File: src/rtl/alu_sequencer_pkg.sv
// ============================================================================
// Module      : alu_sequencer_pkg
// Description : Shared opcodes, state encodings and defaults for the ALU
//               sequencer and its register file.
// Revision    : 1.0 - initial release
// ============================================================================
`default_nettype none

package alu_sequencer_pkg;

    localparam int WIDTH_DEF = 16;
    localparam int NREGS_DEF = 8;
    localparam int AW_DEF    = 3;

    localparam logic [2:0] OP_ADD = 3'b000;
    localparam logic [2:0] OP_SUB = 3'b001;
    localparam logic [2:0] OP_SHL = 3'b010;
    localparam logic [2:0] OP_ROR = 3'b011;
    localparam logic [2:0] OP_AND = 3'b100;
    localparam logic [2:0] OP_OR  = 3'b101;
    localparam logic [2:0] OP_XOR = 3'b110;
    localparam logic [2:0] OP_NOT = 3'b111;

    typedef enum logic [1:0] {
        S_IDLE = 2'd0,
        S_READ = 2'd1,
        S_EXEC = 2'd2,
        S_WB   = 2'd3
    } state_t;

    // Shift and rotate leave the ALU carry undefined, so the latched carry
    // must survive those operations untouched.
    function automatic logic op_keeps_carry(input logic [2:0] op);
        return (op == OP_SHL) || (op == OP_ROR);
    endfunction

endpackage

`default_nettype wire

File: src/rtl/alu_sequencer_regfile.sv
// ============================================================================
// Module      : alu_sequencer_regfile
// Description : NREGS x WIDTH register file, three asynchronous read ports,
//               writeback and external load with writeback priority.
// Revision    : 1.0 - initial release
// ============================================================================
`default_nettype none

module alu_sequencer_regfile
    import alu_sequencer_pkg::*;
#(
    parameter int WIDTH = WIDTH_DEF,
    parameter int NREGS = NREGS_DEF,
    parameter int AW    = AW_DEF
) (
    input  logic             clk,
    input  logic             reset,
    input  logic [AW-1:0]    ra_addr,
    input  logic [AW-1:0]    rb_addr,
    input  logic [AW-1:0]    rbk_addr,
    output logic [WIDTH-1:0] ra_data,
    output logic [WIDTH-1:0] rb_data,
    output logic [WIDTH-1:0] rbk_data,
    input  logic             wb_en,
    input  logic [AW-1:0]    wb_addr,
    input  logic [WIDTH-1:0] wb_data,
    input  logic             ld_en,
    input  logic [AW-1:0]    ld_addr,
    input  logic [WIDTH-1:0] ld_data
);

    logic [WIDTH-1:0] regs_q [NREGS];
    logic [WIDTH-1:0] regs_d [NREGS];

    assign ra_data  = regs_q[ra_addr];
    assign rb_data  = regs_q[rb_addr];
    assign rbk_data = regs_q[rbk_addr];

    // Load is applied first so a writeback to the same address overrides it;
    // writes to different addresses both land.
    always_comb begin
        for (int i = 0; i < NREGS; i++) begin
            regs_d[i] = regs_q[i];
        end
        if (ld_en) begin
            regs_d[ld_addr] = ld_data;
        end
        if (wb_en) begin
            regs_d[wb_addr] = wb_data;
        end
    end

    // Storage with asynchronous clear.
    always_ff @(posedge clk or posedge reset) begin
        if (reset) begin
            for (int i = 0; i < NREGS; i++) begin
                regs_q[i] <= '0;
            end
        end else begin
            for (int i = 0; i < NREGS; i++) begin
                regs_q[i] <= regs_d[i];
            end
        end
    end

endmodule

`default_nettype wire

File: src/rtl/alu_sequencer.sv
// ============================================================================
// Module      : alu_sequencer
// Description : Sequences an external combinational ALU through read,
//               execute and writeback over a valid/ready command interface.
// Revision    : 1.0 - initial release
// ============================================================================
`default_nettype none

module alu_sequencer
    import alu_sequencer_pkg::*;
#(
    parameter int WIDTH = WIDTH_DEF,
    parameter int NREGS = NREGS_DEF,
    parameter int AW    = AW_DEF
) (
    input  logic             clk,
    input  logic             reset,
    input  logic             cmd_valid,
    output logic             cmd_ready,
    input  logic [2:0]       cmd_op,
    input  logic [AW-1:0]    cmd_rd,
    input  logic [AW-1:0]    cmd_ra,
    input  logic [AW-1:0]    cmd_rb,
    input  logic             ld_en,
    input  logic [AW-1:0]    ld_addr,
    input  logic [WIDTH-1:0] ld_data,
    input  logic [AW-1:0]    rb_addr,
    output logic [WIDTH-1:0] rb_data,
    output logic [2:0]       alu_op,
    output logic [WIDTH-1:0] alu_a,
    output logic [WIDTH-1:0] alu_b,
    input  logic [WIDTH-1:0] alu_y,
    input  logic             alu_z,
    input  logic             alu_c,
    output logic [WIDTH-1:0] result,
    output logic             flag_z,
    output logic             flag_c,
    output logic             done,
    output logic             busy
);

    state_t           state_q,  state_d;
    logic [2:0]       op_q,     op_d;
    logic [AW-1:0]    rd_q,     rd_d;
    logic [AW-1:0]    ra_q,     ra_d;
    logic [AW-1:0]    rb_q,     rb_d;
    logic [2:0]       alu_op_q, alu_op_d;
    logic [WIDTH-1:0] alu_a_q,  alu_a_d;
    logic [WIDTH-1:0] alu_b_q,  alu_b_d;
    logic [WIDTH-1:0] y_hold_q, y_hold_d;
    logic             z_hold_q, z_hold_d;
    logic             c_hold_q, c_hold_d;
    logic [WIDTH-1:0] result_q, result_d;
    logic             flag_z_q, flag_z_d;
    logic             flag_c_q, flag_c_d;
    logic             done_q,   done_d;

    logic [WIDTH-1:0] ra_data;
    logic [WIDTH-1:0] rb_data_op;
    logic             wb_en;

    assign wb_en = (state_q == S_WB);

    alu_sequencer_regfile #(
        .WIDTH (WIDTH),
        .NREGS (NREGS),
        .AW    (AW)
    ) u_regfile (
        .clk      (clk),
        .reset    (reset),
        .ra_addr  (ra_q),
        .rb_addr  (rb_q),
        .rbk_addr (rb_addr),
        .ra_data  (ra_data),
        .rb_data  (rb_data_op),
        .rbk_data (rb_data),
        .wb_en    (wb_en),
        .wb_addr  (rd_q),
        .wb_data  (y_hold_q),
        .ld_en    (ld_en),
        .ld_addr  (ld_addr),
        .ld_data  (ld_data)
    );

    // Next-state and capture logic for the four-step command sequence.
    always_comb begin
        state_d  = state_q;
        op_d     = op_q;
        rd_d     = rd_q;
        ra_d     = ra_q;
        rb_d     = rb_q;
        alu_op_d = alu_op_q;
        alu_a_d  = alu_a_q;
        alu_b_d  = alu_b_q;
        y_hold_d = y_hold_q;
        z_hold_d = z_hold_q;
        c_hold_d = c_hold_q;
        result_d = result_q;
        flag_z_d = flag_z_q;
        flag_c_d = flag_c_q;
        done_d   = 1'b0;
        case (state_q)
            S_IDLE: begin
                if (cmd_valid) begin
                    op_d    = cmd_op;
                    rd_d    = cmd_rd;
                    ra_d    = cmd_ra;
                    rb_d    = cmd_rb;
                    state_d = S_READ;
                end
            end
            S_READ: begin
                // Operands are snapshotted here so writeback cannot disturb them.
                alu_op_d = op_q;
                alu_a_d  = ra_data;
                alu_b_d  = rb_data_op;
                state_d  = S_EXEC;
            end
            S_EXEC: begin
                y_hold_d = alu_y;
                z_hold_d = alu_z;
                c_hold_d = alu_c;
                state_d  = S_WB;
            end
            S_WB: begin
                result_d = y_hold_q;
                flag_z_d = z_hold_q;
                if (!op_keeps_carry(op_q)) begin
                    flag_c_d = c_hold_q;
                end
                done_d  = 1'b1;
                state_d = S_IDLE;
            end
            default: begin
                state_d = S_IDLE;
            end
        endcase
    end

    // Controller state and registered outputs, cleared asynchronously.
    always_ff @(posedge clk or posedge reset) begin
        if (reset) begin
            state_q  <= S_IDLE;
            op_q     <= '0;
            rd_q     <= '0;
            ra_q     <= '0;
            rb_q     <= '0;
            alu_op_q <= '0;
            alu_a_q  <= '0;
            alu_b_q  <= '0;
            y_hold_q <= '0;
            z_hold_q <= 1'b0;
            c_hold_q <= 1'b0;
            result_q <= '0;
            flag_z_q <= 1'b0;
            flag_c_q <= 1'b0;
            done_q   <= 1'b0;
        end else begin
            state_q  <= state_d;
            op_q     <= op_d;
            rd_q     <= rd_d;
            ra_q     <= ra_d;
            rb_q     <= rb_d;
            alu_op_q <= alu_op_d;
            alu_a_q  <= alu_a_d;
            alu_b_q  <= alu_b_d;
            y_hold_q <= y_hold_d;
            z_hold_q <= z_hold_d;
            c_hold_q <= c_hold_d;
            result_q <= result_d;
            flag_z_q <= flag_z_d;
            flag_c_q <= flag_c_d;
            done_q   <= done_d;
        end
    end

    assign cmd_ready = (state_q == S_IDLE);
    assign busy      = (state_q != S_IDLE);
    assign alu_op    = alu_op_q;
    assign alu_a     = alu_a_q;
    assign alu_b     = alu_b_q;
    assign result    = result_q;
    assign flag_z    = flag_z_q;
    assign flag_c    = flag_c_q;
    assign done      = done_q;

endmodule

`default_nettype wire

File: config.mk
export PLATFORM = sky130hd
export DESIGN_NAME = alu_sequencer
export DESIGN_NICKNAME = d
export VERILOG_FILES = /design/src/rtl/alu_sequencer_pkg.sv /design/src/rtl/alu_sequencer_regfile.sv /design/src/rtl/alu_sequencer.sv
export SDC_FILE = /design/constraint.sdc
export NUM_CORES = 1
export LEC_CHECK = 0
export ABC_AREA = 1
export BUFFER_PORTS_ARGS = -buffer_cell sky130_fd_sc_hd__buf_2
export CORE_MARGIN = 3
export CORE_UTILIZATION = 30
export DETAILED_ROUTE_END_ITERATION = 8
export PLACE_DENSITY = 0.57
export SLEW_MARGIN = 10
export SYNTH_ARGS = -nofsm -noshare
export SYNTH_HDL_FRONTEND = slang
export SYNTH_HIERARCHICAL = 1
export SYNTH_SLANG_ARGS = --single-unit
File: constraint.sdc
create_clock -name clk -period 10 [get_ports clk]
set_input_delay 2 -clock clk [delete_from_list [all_inputs] [get_ports clk]]
set_output_delay 2 -clock clk [all_outputs]
set_load 0.02 [all_outputs]
* Word-level counts from Yosys, hierarchy flattened *
Cells that the tools add are included.

operators by class
  order comparisons = 7
  mux-type cells = 20
  bitwise operators = 6
  equality and inequality tests = 6
  reductions and logical operators = 7

operators with widths
  kind                number
  $bwmux 128          2
  $mux 128            2
  $bmux 16 s3         3
  $mux 16             8
  $demux 16 s3        2
  $ge 4x4->1 const B  5
  $not 3->4           5
  $lt 4x1->1 const B  2
  $pmux 2 s4          1
  $eq 3x2->1 const B  2
  $eq 2x2->1 const B  2
  $reduce_and 2->1    2
  $eq 2x1->1 const B  1
  $logic_and 1x1->1   2
  $logic_not 2->1     1
  $mux 2              1
  $ne 2x2->1 const B  1
  $reduce_bool 2->1   1
  $logic_or 1x1->1    1
  $mux 1              1
  $not 1->1           1

storage, ports and cells
  register bits = 214
  word-level logic and storage cells = 69
  output and inout port bits = 72

* Logic depth before layout (Yosys ltp) *
Gate-level depths: netlist (run 1).

  depth in word-level cells = 9
  depth in mapped cells = 9
  depth with buffers taken out = 8

* Modules after synthesis *
The synthesis (run 1) kept the hierarchy.

modules (own cells, without submodules)
  module                 cells an instance  area an instance (sq um)  seq. area each (sq um)  times used
  alu_sequencer_regfile  1917               10547.6                   3203.1                  1
  alu_sequencer          355                3407.0                    2152.1                  1

* Least setup slack after synthesis (run 1) *
Ideal clock, no wire load.

  kind = input-to-output
  from = in rb_addr[1]
  to = out rb_data[10]
  arrival = 2.883 ns
  path slack = 5.117 ns
  stages on the path = 7
  buffers on the path = 2
  cell sequence = clkbuf_1 -> inv_1 -> clkbuf_1 -> nand3_1 -> nand2_1 -> nand2_1 -> nand2_1

between the ends
  word-level cells in the longest chain between the ends = 4

ends and longest elaborated chain
  element                                      RTL line                     RTL
  start, declared                              alu_sequencer.sv:27          input logic [AW-1:0] rb_addr,
  $not 3->4 (not written as such)              alu_sequencer_regfile.sv:37  assign rbk_data = regs_q[rbk_addr];
  $bmux 16 s3                                  alu_sequencer_regfile.sv:37
  $mux 16 (not written as such) (2 in series)  alu_sequencer_regfile.sv:37
  end, declared                                alu_sequencer.sv:28          output logic [WIDTH-1:0] rb_data,

No other way between the ends. The select of a mux whose other input is x is not followed.

* Worst setup path in the final report (run 1) *
  from = in rb_addr[1]
  to = out rb_data[5]

The elaborated chain is that of the path after synthesis.

==> metrics.md, run 1 <==
| Metric | Value |
|---|---|
| Run status | completed |
| Reg area | ~5400 um2 |
| Most common cell after layout, fill and taps aside | nand2_1 |
| DP Wirelength | 36460 um |
| Max incr delay on CP | ~0.8 ns |
| Initial core utilization | 0.3055 |
| Overall routed net length | 57960 um |
| Startpoint Class | primary input |
| Root Buffer | clkbuf_16 |
| Max-cap violations | 0 |
| Syn avg cell area | 6.142 um2 |
| Routed Antenna Nets | 0 |
| Clock power share | 0.183 |
| Area delta synth->final | 12.52% |
| CTS clock-pin slew for the worst setup and hold paths | approximately 0.06 ns |
| Fin crit share | 0.6199 |
| Element type at the critical path end | output port |
| GRT Util Overall | 0.2269 |
| Initial antenna violation count | 1 |
| Final Critical Period | 6.199 ns |
| CP Data Required Time | 8.00 ns |
| Remaining DRCs | 0 |
| Die ar. | 49140 um2 |
| HP Class | flop to flop |
| Comb pwr share | 0.530 |
| Crit path buffers/inverters | 3 |
| NetSw | 2.737 mW |
| Sw Share | 0.5047 |
| DR vias | 15070 |
| EDFF count, synth | 0 |
| Die width | 221.7 um |
| Clock Tree Buf Depth | 3 |
| Pwr/cell area | 345.4 nW/um2 |
| CP max stage cell | inv_1 |
| RSZ-0062 raised after global routing | false |
| Main flop type after synthesis | dfrtp_1 |
| Final core occ | 0.3438 |
| Unique cell type count in the Yosys netlist | 19 |
| Internal power | 2.686 mW |
| Resized Gates After CTS | 0 |
| Worst-path cell chain | buf_2 > inv_1 > nand3_1 > nand2_1 > nand2_1 > nand2_1 > buf_2 |
| Pins Over Slew Limit | 0 |
| TritonCTS buffer count | 25 |
| Area of the multi-input gates | around 7000 um2 |
| First-pass GRT wire length | 88000 um |
| Most frequent cells in the layout | nand2_1, nand3_1, inv_1 |
| Worst path most repeated cell | nand2_1 |
| Final hold vios | 0 |
| Sequential group share of total power | 0.288 |
| Gpl congestion | 0.8977 |
| Row count | 78 |
| Clk sinks | 214 |
| H-tree Lvls | 1 |
| Setup Skew | 0.01394 ns |
| Syn Inst Count | 2272 |
| Synth async-reset ratio | 1.000 |
| Fin Setup TNS | 0 ns |
| Lkg Pwr | between 8 and 9 nW |
| Core area | 45670 um2 |
| Via/cell ratio | ~5.2 |
| Syn_nets | 2334 |
| Initial DRC count | 1876 |
| CP max FO | 33 |
| Crit path kind | primary input to output port |
| Vias in the first global route | 14080 |
| VDD IR max | 0.1824 mV |
| Critical Path AT | 4.20 ns |
| First-pass iteration count of the detailed router | 6 |
| Crit-path leading delay family | buffers and inverters |
| Largest net degree at the start of global routing | approximately 70 |
| Slew headroom | 0.1391 |
| GR Overflow Total | 0 |
| Clk_lat worst skew | ~0.56 ns |
| Layout net count | 2360 |
| Register bit total from synthesis | 214 |
| PortBufs | about 130 |
| Synthesized area | 13950 um2 |
| Synthesis Warnings | 6 |
| Chip height | 221.7 um |
| Ports | 128 |
| Layout fillers | 5071 |
| Tightest Pin Transition | 1.291 ns |
| CTS tree | done |
| Post-CTS Hold Buffers | 0 |
| Layout cells sized above 1 | 0.09322 |
| Sequential share of the synthesized area | 0.3838 |
| Post CTS Setup Buffer Count | 0 |
| Final setup viols | 0 |
| Routed len/inst | 19.86 um |
| Achievable Freq | 0.1613 GHz |
==> sequential cells by signal (all words and copies together), names as in the netlist, 2 cells and up <==
| signal | count |
|---|---|
| rd_q | 3 |
| alu_a | 16 |
| alu_op | 3 |
| y_hold_q | 16 |
| ra_q | 3 |
| alu_b | 16 |
| u_regfile/regs_q | 128 |
| result | 16 |
| op_q | 3 |
| rb_q | 3 |
| state_q | 2 |
==> Yosys cell counts, types with 8 or more instances <==
| library cell | instances | area (um2) |
|---|---|---|
| nand3_1 | 444 | 2222 |
| inv_1 | 218 | 818.3 |
| dfrtp_1 | 214 | 5355 |
| nor2_1 | 25 | 93.84 |
| buf_4 | 8 | 60.06 |
| inv_2 | 11 | 41.29 |
| buf_6 | 8 | 90.09 |
| clkbuf_1 | 80 | 300.3 |
| o21ai_0 | 49 | 245.2 |
| nand2_1 | 1121 | 4208 |
| buf_1 | 17 | 63.81 |
| buf_2 | 36 | 180.2 |
| a21oi_1 | 20 | 100.1 |
==> metal layers <==
metal,vias to the layer above,global-route usage,part of all wire
met5,-,0,0
met4,0,0.09763,0.043
met3,153,0.04144,0.10
met2,892,0.3479,0.43
met1,6965,0.3139,0.42
li1,7060,-,-
==> stage by stage <==
step / std cells / area, um2 / setup slack (ns) / hold WS, ns / total power, mW
floorplan: 2272 / 13950 / 4.587 / 0.4400 / 3.472
global placement: 2871 / 14820 / 3.929 / 0.4549 / 4.320
detailed placement: 2871 / 14820 / 3.868 / 0.4606 / 4.361
CTS: 2917 / 15700 / 3.855 / 0.4753 / 5.373
global route: 2918 / 15700 / 3.656 / 0.5033 / 5.837
finish: 2918 / 15700 / 3.801 / 0.4749 / 5.423
==> tightest hold or removal path, cell delays in order, from the launching register on <==
cell	delay, ns
dfrtp_1	0.34
nand2_1	0.05
nand2_1	0.05
==> cell families (layout without fill, tap and decap cells) <==
| kind of cell | Yosys count | count (layout) | synth area share |
|---|---|---|---|
| simple gates | 1599 | 1599 | 0.4726 |
| buf+inv | 380 | 425 | 0.1121 |
| flops | 214 | 214 | 0.3838 |
| compound gates | 73 | 73 | 0.02618 |
| fa+ha+maj | 6 | 6 | 0.005380 |
| other cells | 0 | 1 | 0 |
==> power by group through the flow <==
stage / logic [mW] / registers, mW / clock network [mW]
after floorplan: 1.90 / 1.57 / 0
after global placement: 2.76 / 1.56 / 0
after detailed placement: 2.79 / 1.57 / 0
after CTS: 2.81 / 1.56 / 1.01
after global routing: 3.19 / 1.60 / 1.04
final: 2.87 / 1.56 / 0.990
==> layout make-up <==
type,count,share of cell area
well taps,600,0.04781
clock inverters,8,0.007969
clock buffers,38,0.04805
diodes,1,0.0001594
multi-input cells,1678,0.4482
flip-flops and latches,214,0.3412
repair buffers,150,0.05148
inverters,229,0.05506
==> worst paths after layout <==
| path | cells past startpoint | from | to | slack [ns] |
|---|---|---|---|---|
| setup / recovery | 7 | rb_addr[1] | rb_data[5] | 3.80 |
| hold / removal | 2 | flag_c | flag_c | 0.47 |
| setup reg to reg | 7 | state_q[0] | u_regfile/regs_q[44] | 7.29 |
| hold reg to reg | 2 | flag_c | flag_c | 0.47 |
| max in group asynchronous | 3 | reset | u_regfile/regs_q[125] | 6.89 |
| min in group asynchronous | 2 | reset | y_hold_q[0] | 1.51 |
(Power assumes the default switching activity.)
==> inputs of run 2 (changes only) <==
Settings changed: ABC_AREA 1 to 0, PLACE_DENSITY 0.57 to 0.59.
Clock period 10 ns to 5.7 ns, I/O delays scaled along.
==> run 2 against run 1 <==
Net effect:
- setup slack lost 2.3 ns
- via count decreased by 45%
- global-route usage fell by 6.0 points
- first-iteration DRC count shrank 62%
- core utilization up 0.39 points
- sequential share of layout area increased by 3.3 points
- routed wire length decreased by 36%
- combinational power rose by 32%
- critical path depth is 2 lower
- clock-buffer cell count shrank 3
- largest cell class unchanged
- largest power group unchanged
==> metrics.md, run 2 <==
| Metric | Value |
|---|---|
| Critical Path AT | 3.10 ns |
| Fin crit share | 0.7430 |
| Final setup viols | 0 |
| Clk_lat worst skew | 0.53 ns |
| Max-cap violations | 0 |
| CTS tree | done |
| Resized Gates After CTS | 0 |
| Initial antenna violation count | 6 |
| Worst path most repeated cell | buf_2 |
| Tot Pwr | 8.716 mW |
| Vias in the first global route | between 8000 and 9000 |
| VDD IR max | 0.4140 mV |
| Layout net count | 1096 |
| Most common cell in the netlist | dfrtp_1 |
| Max incr delay on CP | 0.66 ns |
| NetSw | 3.305 mW |
| Worst r2r src | rb_q[0] |
| Die ar. | about 45000 um2 |
| Final hold vios | 0 |
| Startpoint Class | primary input |
| Initial core utilization | 0.3070 |
| Lkg Pwr | between 6 and 7 nW |
| Clock Tree Buf Depth | 3 |
| GRT Util Overall | 0.1667 |
| Synthesis Warnings | 6 |
| TritonCTS buffer count | 26 |
| Pins Over Slew Limit | 0 |
| Chip height | 211.4 um |
| Unique cell type count in the Yosys netlist | 26 |
| Tightest Pin Transition | about 1.1 ns |
| Clk sinks | 214 |
| Remaining DRCs | 0 |
| Fin Setup TNS | 0 ns |
| Post-CTS Hold Buffers | 0 |
| DP Wirelength | 23300 um |
| Area delta synth->final | 13.23% |
| Max reg flops | 128 |
| Most frequent cells in the layout | dfrtp_1, mux2i_1, buf_2 |
| Syn_nets | 1032 |
| Crit path kind | primary input to output port |
| RSZ-0062 raised after global routing | false |
| Placed Area | 13460 um2 |
| Register bit total from synthesis | 214 |
| GR Overflow Total | 0 |
| Cell area after layout | 14330 um2 |
| Sequential share of the synthesized area | 0.4233 |
| Worst slack at placement | 1.457 ns |
| Top cell type's share of synthesized area | 0.4233 |
| Synth top area cells | dfrtp_1, mux4_1, mux2_2, mux2i_1, mux4_2 |
| Overall routed net length | approximately 37000 um |
| Final Critical Period | 4.235 ns |
| Routed Antenna Nets | 0 |
| Synthesized area | 12650 um2 |
| Post CTS Setup Buffer Count | 0 |
| First-pass GRT wire length | 56610 um |
| Setup WS post-layout | 1.465 ns |
| Root Buffer | clkbuf_16 |
| PortBufs | ~130 |
| Most common cell after layout, fill and taps aside | dfrtp_1 |
| Element type at the critical path end | output port |
| Synth async-reset ratio | 1.000 |
| Layout cells sized above 1 | 0.3460 |
| EDFF count, synth | 0 |
| Main flop type after synthesis | dfrtp_1 |
| H-tree Lvls | 1 |
| Via/cell ratio | 5.254 |
| CP Data Required Time | approximately 4.6 ns |
| Pwr/cell area | 608.4 nW/um2 |
| Setup Skew | 0.01164 ns |
| Syn Inst Count | 970 |
| Row count | 74 |
| Clock power share | 0.190 |
| Worst Setup SP | rb_addr[0] |
| Core area | 41200 um2 |
| Sw Share | 0.3792 |
| Worst-path cell chain | buf_2 > buf_4 > mux4_1 > mux2_2 > buf_2 |
| Run status | completed |
| Min-delay src | alu_op[0] |
| CP max stage cell | buf_2 |
| Ports | 128 |
| Initial DRC count | 720 |
| Top reg by flops | u_regfile/regs_q |
| CTS clock-pin slew for the worst setup and hold paths | 0.06 ns |
| Placed Cells incl. Taps | 1538 |
| Layout fillers | 4028 |
| First-pass iteration count of the detailed router | 4 |
| Yosys top cell by area | dfrtp_1 |
| Reg area | 5358 um2 |
| Internal power | approximately 5.4 mW |
| Area of the multi-input gates | 6633 um2 |
| Die width | 211.4 um |
| Sequential group share of total power | 0.375 |
| Gpl congestion | 0.7627 |
| DR vias | 8338 |
| CP max FO | 25 |
| Achievable Freq | 0.2361 GHz |
| Slew headroom | 0.2564 |
| Routed len/inst | 23.44 um |
| Synth cell count leaders | dfrtp_1, mux2i_1, mux2_2 |
| Largest net degree at the start of global routing | 58 |
| Non-filler cells, final | 1587 |
| HP Class | flop to flop |
| Syn avg cell area | 13.04 um2 |
| Comb pwr share | 0.435 |
## run 2: cell count changes in the layout (fill, tap and decap cells not counted), sizes merged, moves of 13 or more
cell / delta
a21oi: +45
mux4: +96
o21ai: +13
mux2i: +128
mux2: +131
nand3: -444
inv: -224
nand2: -1059
nor2: +35
## run 2: cell type report
| cell class | count | share of cell area |
|---|---|---|
| Multi-Input combinational cell | 640 | 0.4630 |
| Sequential cell | 214 | 0.3740 |
| Timing Repair Buffer | 146 | 0.05433 |
| Clock buffer | 35 | 0.05206 |
| Tap cell | 532 | 0.04647 |
| Clock inverter | 11 | 0.007686 |
| Inverter | 6 | 0.001922 |
| Antenna cell | 3 | 0.0005241 |
## run 2: logic make-up after synthesis
family                     synth area share
buffers and inverters               0.05400
muxes                                0.4113
AOI/OAI and AO/OA                   0.05242
DFF                                  0.4233
adders and majority gates          0.005934
and+or+nand+nor                     0.05301
## run 2: power by group through the flow
| stage | combinational (mW) | sequential [mW] | clock (mW) |
|---|---|---|---|
| 2_1_floorplan | 2.98 | 2.98 | 0 |
| 3_3_place_gp | 3.73 | 3.24 | 0 |
| 3_5_place_dp | 3.80 | 3.27 | 0 |
| 4_1_cts | 3.82 | 3.25 | 1.71 |
| 5_1_grt | 4.10 | 3.41 | 1.77 |
| 6_report | 3.79 | 3.27 | 1.65 |
## run 2: path summary, 6_finish.rpt
kind,end,slack [ns],depth (start not counted)
worst max-delay path,rb_data[4],1.46,5
worst min-delay path,alu_op[0],0.50,1
worst max register to register,alu_b[6],3.21,3
worst min register to register,alu_op[0],0.50,1
max in group asynchronous,ra_q[1],3.98,3
min in group asynchronous,u_regfile/regs_q[97],0.67,2
## run 2: stage by stage
| step | util | hold WS, ns |
|---|---|---|
| floorplan | - | 0.4749 |
| CTS | 0.3475 | 0.5049 |
| global route | 0.3475 | 0.5179 |
| global placement | 0.3267 | 0.4839 |
| finish | 0.3477 | 0.4999 |
| detailed placement | 0.3267 | 0.4896 |
## run 2: layer usage
layer | wire, um | GRT usage | vias up | part of all wire
li1 | - | - | 3779 | -
met1 | 17670 | 0.2430 | 4220 | 0.47
met2 | 16610 | 0.2584 | 282 | 0.45
met3 | 2135 | 0.02979 | 51 | 0.057
met4 | 745 | 0.04319 | 6 | 0.020
met5 | 41 | 0 | - | 0.0011
## run 2: critical path, delay by kind of cell
family,cells,cell delay (ns)
buf+inv,3,1.10
mux,2,0.84
==> inputs of run 3 (changes only) <==
Settings changed: ABC_AREA 0 to 1.
Clock period 5.7 ns to 3.5 ns, I/O delays scaled along.
==> run 3 against run 2 <==
Net effect:
- non-clock buffer count is 35 higher
- die area is 10% higher
- global-route usage is 6.0 points higher
- core utilization is 0.25 points higher
- register-to-register slack worse by 1.9 ns
- final cell count is 86% higher
- via count is 83% higher
- sequential share of layout area is 3.9 points lower
- combinational power is 110% higher
- first-iteration DRC count is 140% higher
- routed wire length is 55% higher
- sequential power is 36% higher
- critical endpoint is now rb_data[7]
- largest power group unchanged
==> metrics.md, run 3 (synthesis gave the netlist of run 1 again) <==
| Metric | Value |
|---|---|
| Cell area after layout | ~16000 um2 |
| Max reg flops | 128 |
| Post CTS Setup Buffer Count | 0 |
| Top reg by flops | u_regfile/regs_q |
| Overall routed net length | 57670 um |
| TritonCTS buffer count | 25 |
| Worst Reg-to-Reg Cells | 9 |
| Fin Setup TNS | 0 ns |
| Fin crit share | 0.8185 |
| CP max FO | 64 |
| PortBufs | 127 |
| Post-CTS Hold Buffers | 0 |
| CP Data Required Time | 2.80 ns |
| Chip height | 221.7 um |
| CTS clock-pin slew for the worst setup and hold paths | 0.06 ns |
| Tot Pwr | 15.49 mW |
| Initial antenna violation count | 1 |
| Clock Tree Buf Depth | 3 |
| Initial core utilization | 0.3055 |
| Layout cells sized above 1 | 0.1065 |
| Core area | roughly 46000 um2 |
| Worst Setup SP | rb_addr[0] |
| Comb pwr share | 0.525 |
| Final core occ | 0.3502 |
| Achievable Freq | 0.3491 GHz |
| First-pass iteration count of the detailed router | 8 |
| Ports | 128 |
| RSZ-0062 raised after global routing | false |
| Run status | completed |
| Internal power | 7.786 mW |
| Die width | ~220 um |
| Sequential group share of total power | 0.287 |
| Area delta synth->final | 14.61% |
| Final setup viols | 0 |
| Worst-path cell chain | buf_2 > inv_2 > buf_4 > nand2_1 > nand3_1 > nand2_1 > nand2_1 > nand2_1 > buf_2 |
| Slew headroom | 0.2290 |
| Max-cap violations | 0 |
| Largest net degree at the start of global routing | 71 |
| Element type at the critical path end | output port |
| Routed Antenna Nets | 0 |
| Worst path most repeated cell | nand2_1 |
| Remaining DRCs | 0 |
| HP Class | primary input to asynchronous set/reset pin |
| Initial DRC count | 1757 |
| Worst r2r src | rb_q[0] |
| Vias in the first global route | 14420 |
| First-pass GRT wire length | between 80000 and 90000 um |
| Critical Path AT | 2.16 ns |
| GR Overflow Total | 0 |
| Clock power share | 0.188 |
| Gpl congestion | 0.9037 |
| Routed len/inst | slightly below 20 um |
| Lkg Pwr | around 8.8 nW |
| Die ar. | 49140 um2 |
| Clk_lat worst skew | 0.56 ns |
| Via/cell ratio | just over 5 |
| Most frequent cells in the layout | nand2_1, nand3_1, inv_1 |
| VDD IR max | 0.5219 mV |
| NetSw | just under 8 mW |
| Tightest Pin Transition | 1.154 ns |
| Crit path kind | primary input to output port |
| Setup Skew | 0.02285 ns |
| Clk sinks | 214 |
| CTS tree | done |
| Placed Cells incl. Taps | 2902 |
| Pwr/cell area | approximately 970 nW/um2 |
| Max incr delay on CP | roughly 0.56 ns |
| Pins Over Slew Limit | 0 |
| Placed Area | 15090 um2 |
| Final Critical Period | 2.865 ns |
| DP Wirelength | between 30000 and 40000 um |
| DR vias | roughly 15000 |
| Final hold vios | 0 |
| Row count | slightly below 80 |
| GRT Util Overall | 0.2269 |
| H-tree Lvls | 1 |
| Layout fillers | 4972 |
| Non-filler cells, final | 2948 |
| Root Buffer | clkbuf_16 |
| Most common cell after layout, fill and taps aside | nand2_1 |
| Resized Gates After CTS | 0 |
| Sw Share | 0.4973 |
| Layout net count | 2391 |
| CP max stage cell | buf_4 |
| Startpoint Class | primary input |
-- run 3: changes by cell type in the layout (fill, tap and decap cells not counted), moves of 8 or more --
cell,before,now
inv_2,0,11
nand3_1,0,444
nor2_1,66,25
nand2_1,64,1121
mux4_2,30,0
a21oi_1,65,20
mux4_1,66,0
inv_1,4,216
mux2_4,10,0
buf_4,19,51
mux2_2,121,0
mux2i_1,128,0
o21ai_0,57,49
-- run 3: layout make-up --
cell class | count | area (um2) | area share
Clock buffer | 33 | 725.7 | 0.04537
Clock inverter | 12 | 175.2 | 0.01095
Multi-Input combinational cell | 1678 | 7038 | 0.4400
Inverter | 229 | 865.8 | 0.05413
Antenna cell | 1 | 2.502 | 0.0001565
Tap cell | 600 | 750.7 | 0.04694
Timing Repair Buffer | 181 | 1079 | 0.06743
Sequential cell | 214 | 5358 | 0.3350
-- run 3: routing by layer --
metal / vias to the layer above / GRT usage / wire length (um)
li1: 7128 / - / -
met1: 7009 / 0.3038 / 24020
met2: 952 / 0.3577 / 25430
met3: 199 / 0.04290 / 5468
met4: 0 / 0.1001 / 2750
met5: - / 0 / 0
-- run 3: power groups by stage --
stage               combinational (mW)  clock [mW]  sequential, mW
detailed placement                7.93           0            4.47
CTS                               7.97        2.97            4.43
global route                      9.11        3.06            4.58
global placement                  7.79           0            4.45
finish                            8.13        2.91            4.45
floorplan                         5.43           0            4.49
-- run 3: final timing paths --
kind / slack, ns / end
setup / recovery: 0.64 / rb_data[7]
max in group asynchronous: 2.60 / u_regfile/regs_q[100]
hold / removal: 0.19 / u_regfile/regs_q[16]
setup reg to reg: 1.30 / alu_b[10]
hold reg to reg: 0.48 / op_q[0]
min in group clk: 0.35 / y_hold_q[4]
-- run 3: stage by stage --
step,setup slack [ns],hold slack (ns)
floorplan,0.5782,0.4400
global placement,0.6760,0.4534
detailed placement,0.6979,0.4619
CTS,0.6967,0.1671
global route,0.5009,0.1974
finish,0.6353,0.1929
-- run 3: critical path: cells and delay by family --
family                 cells  cell delay (ns)
buffers and inverters      4             0.92
and+or+nand+nor            5             0.47
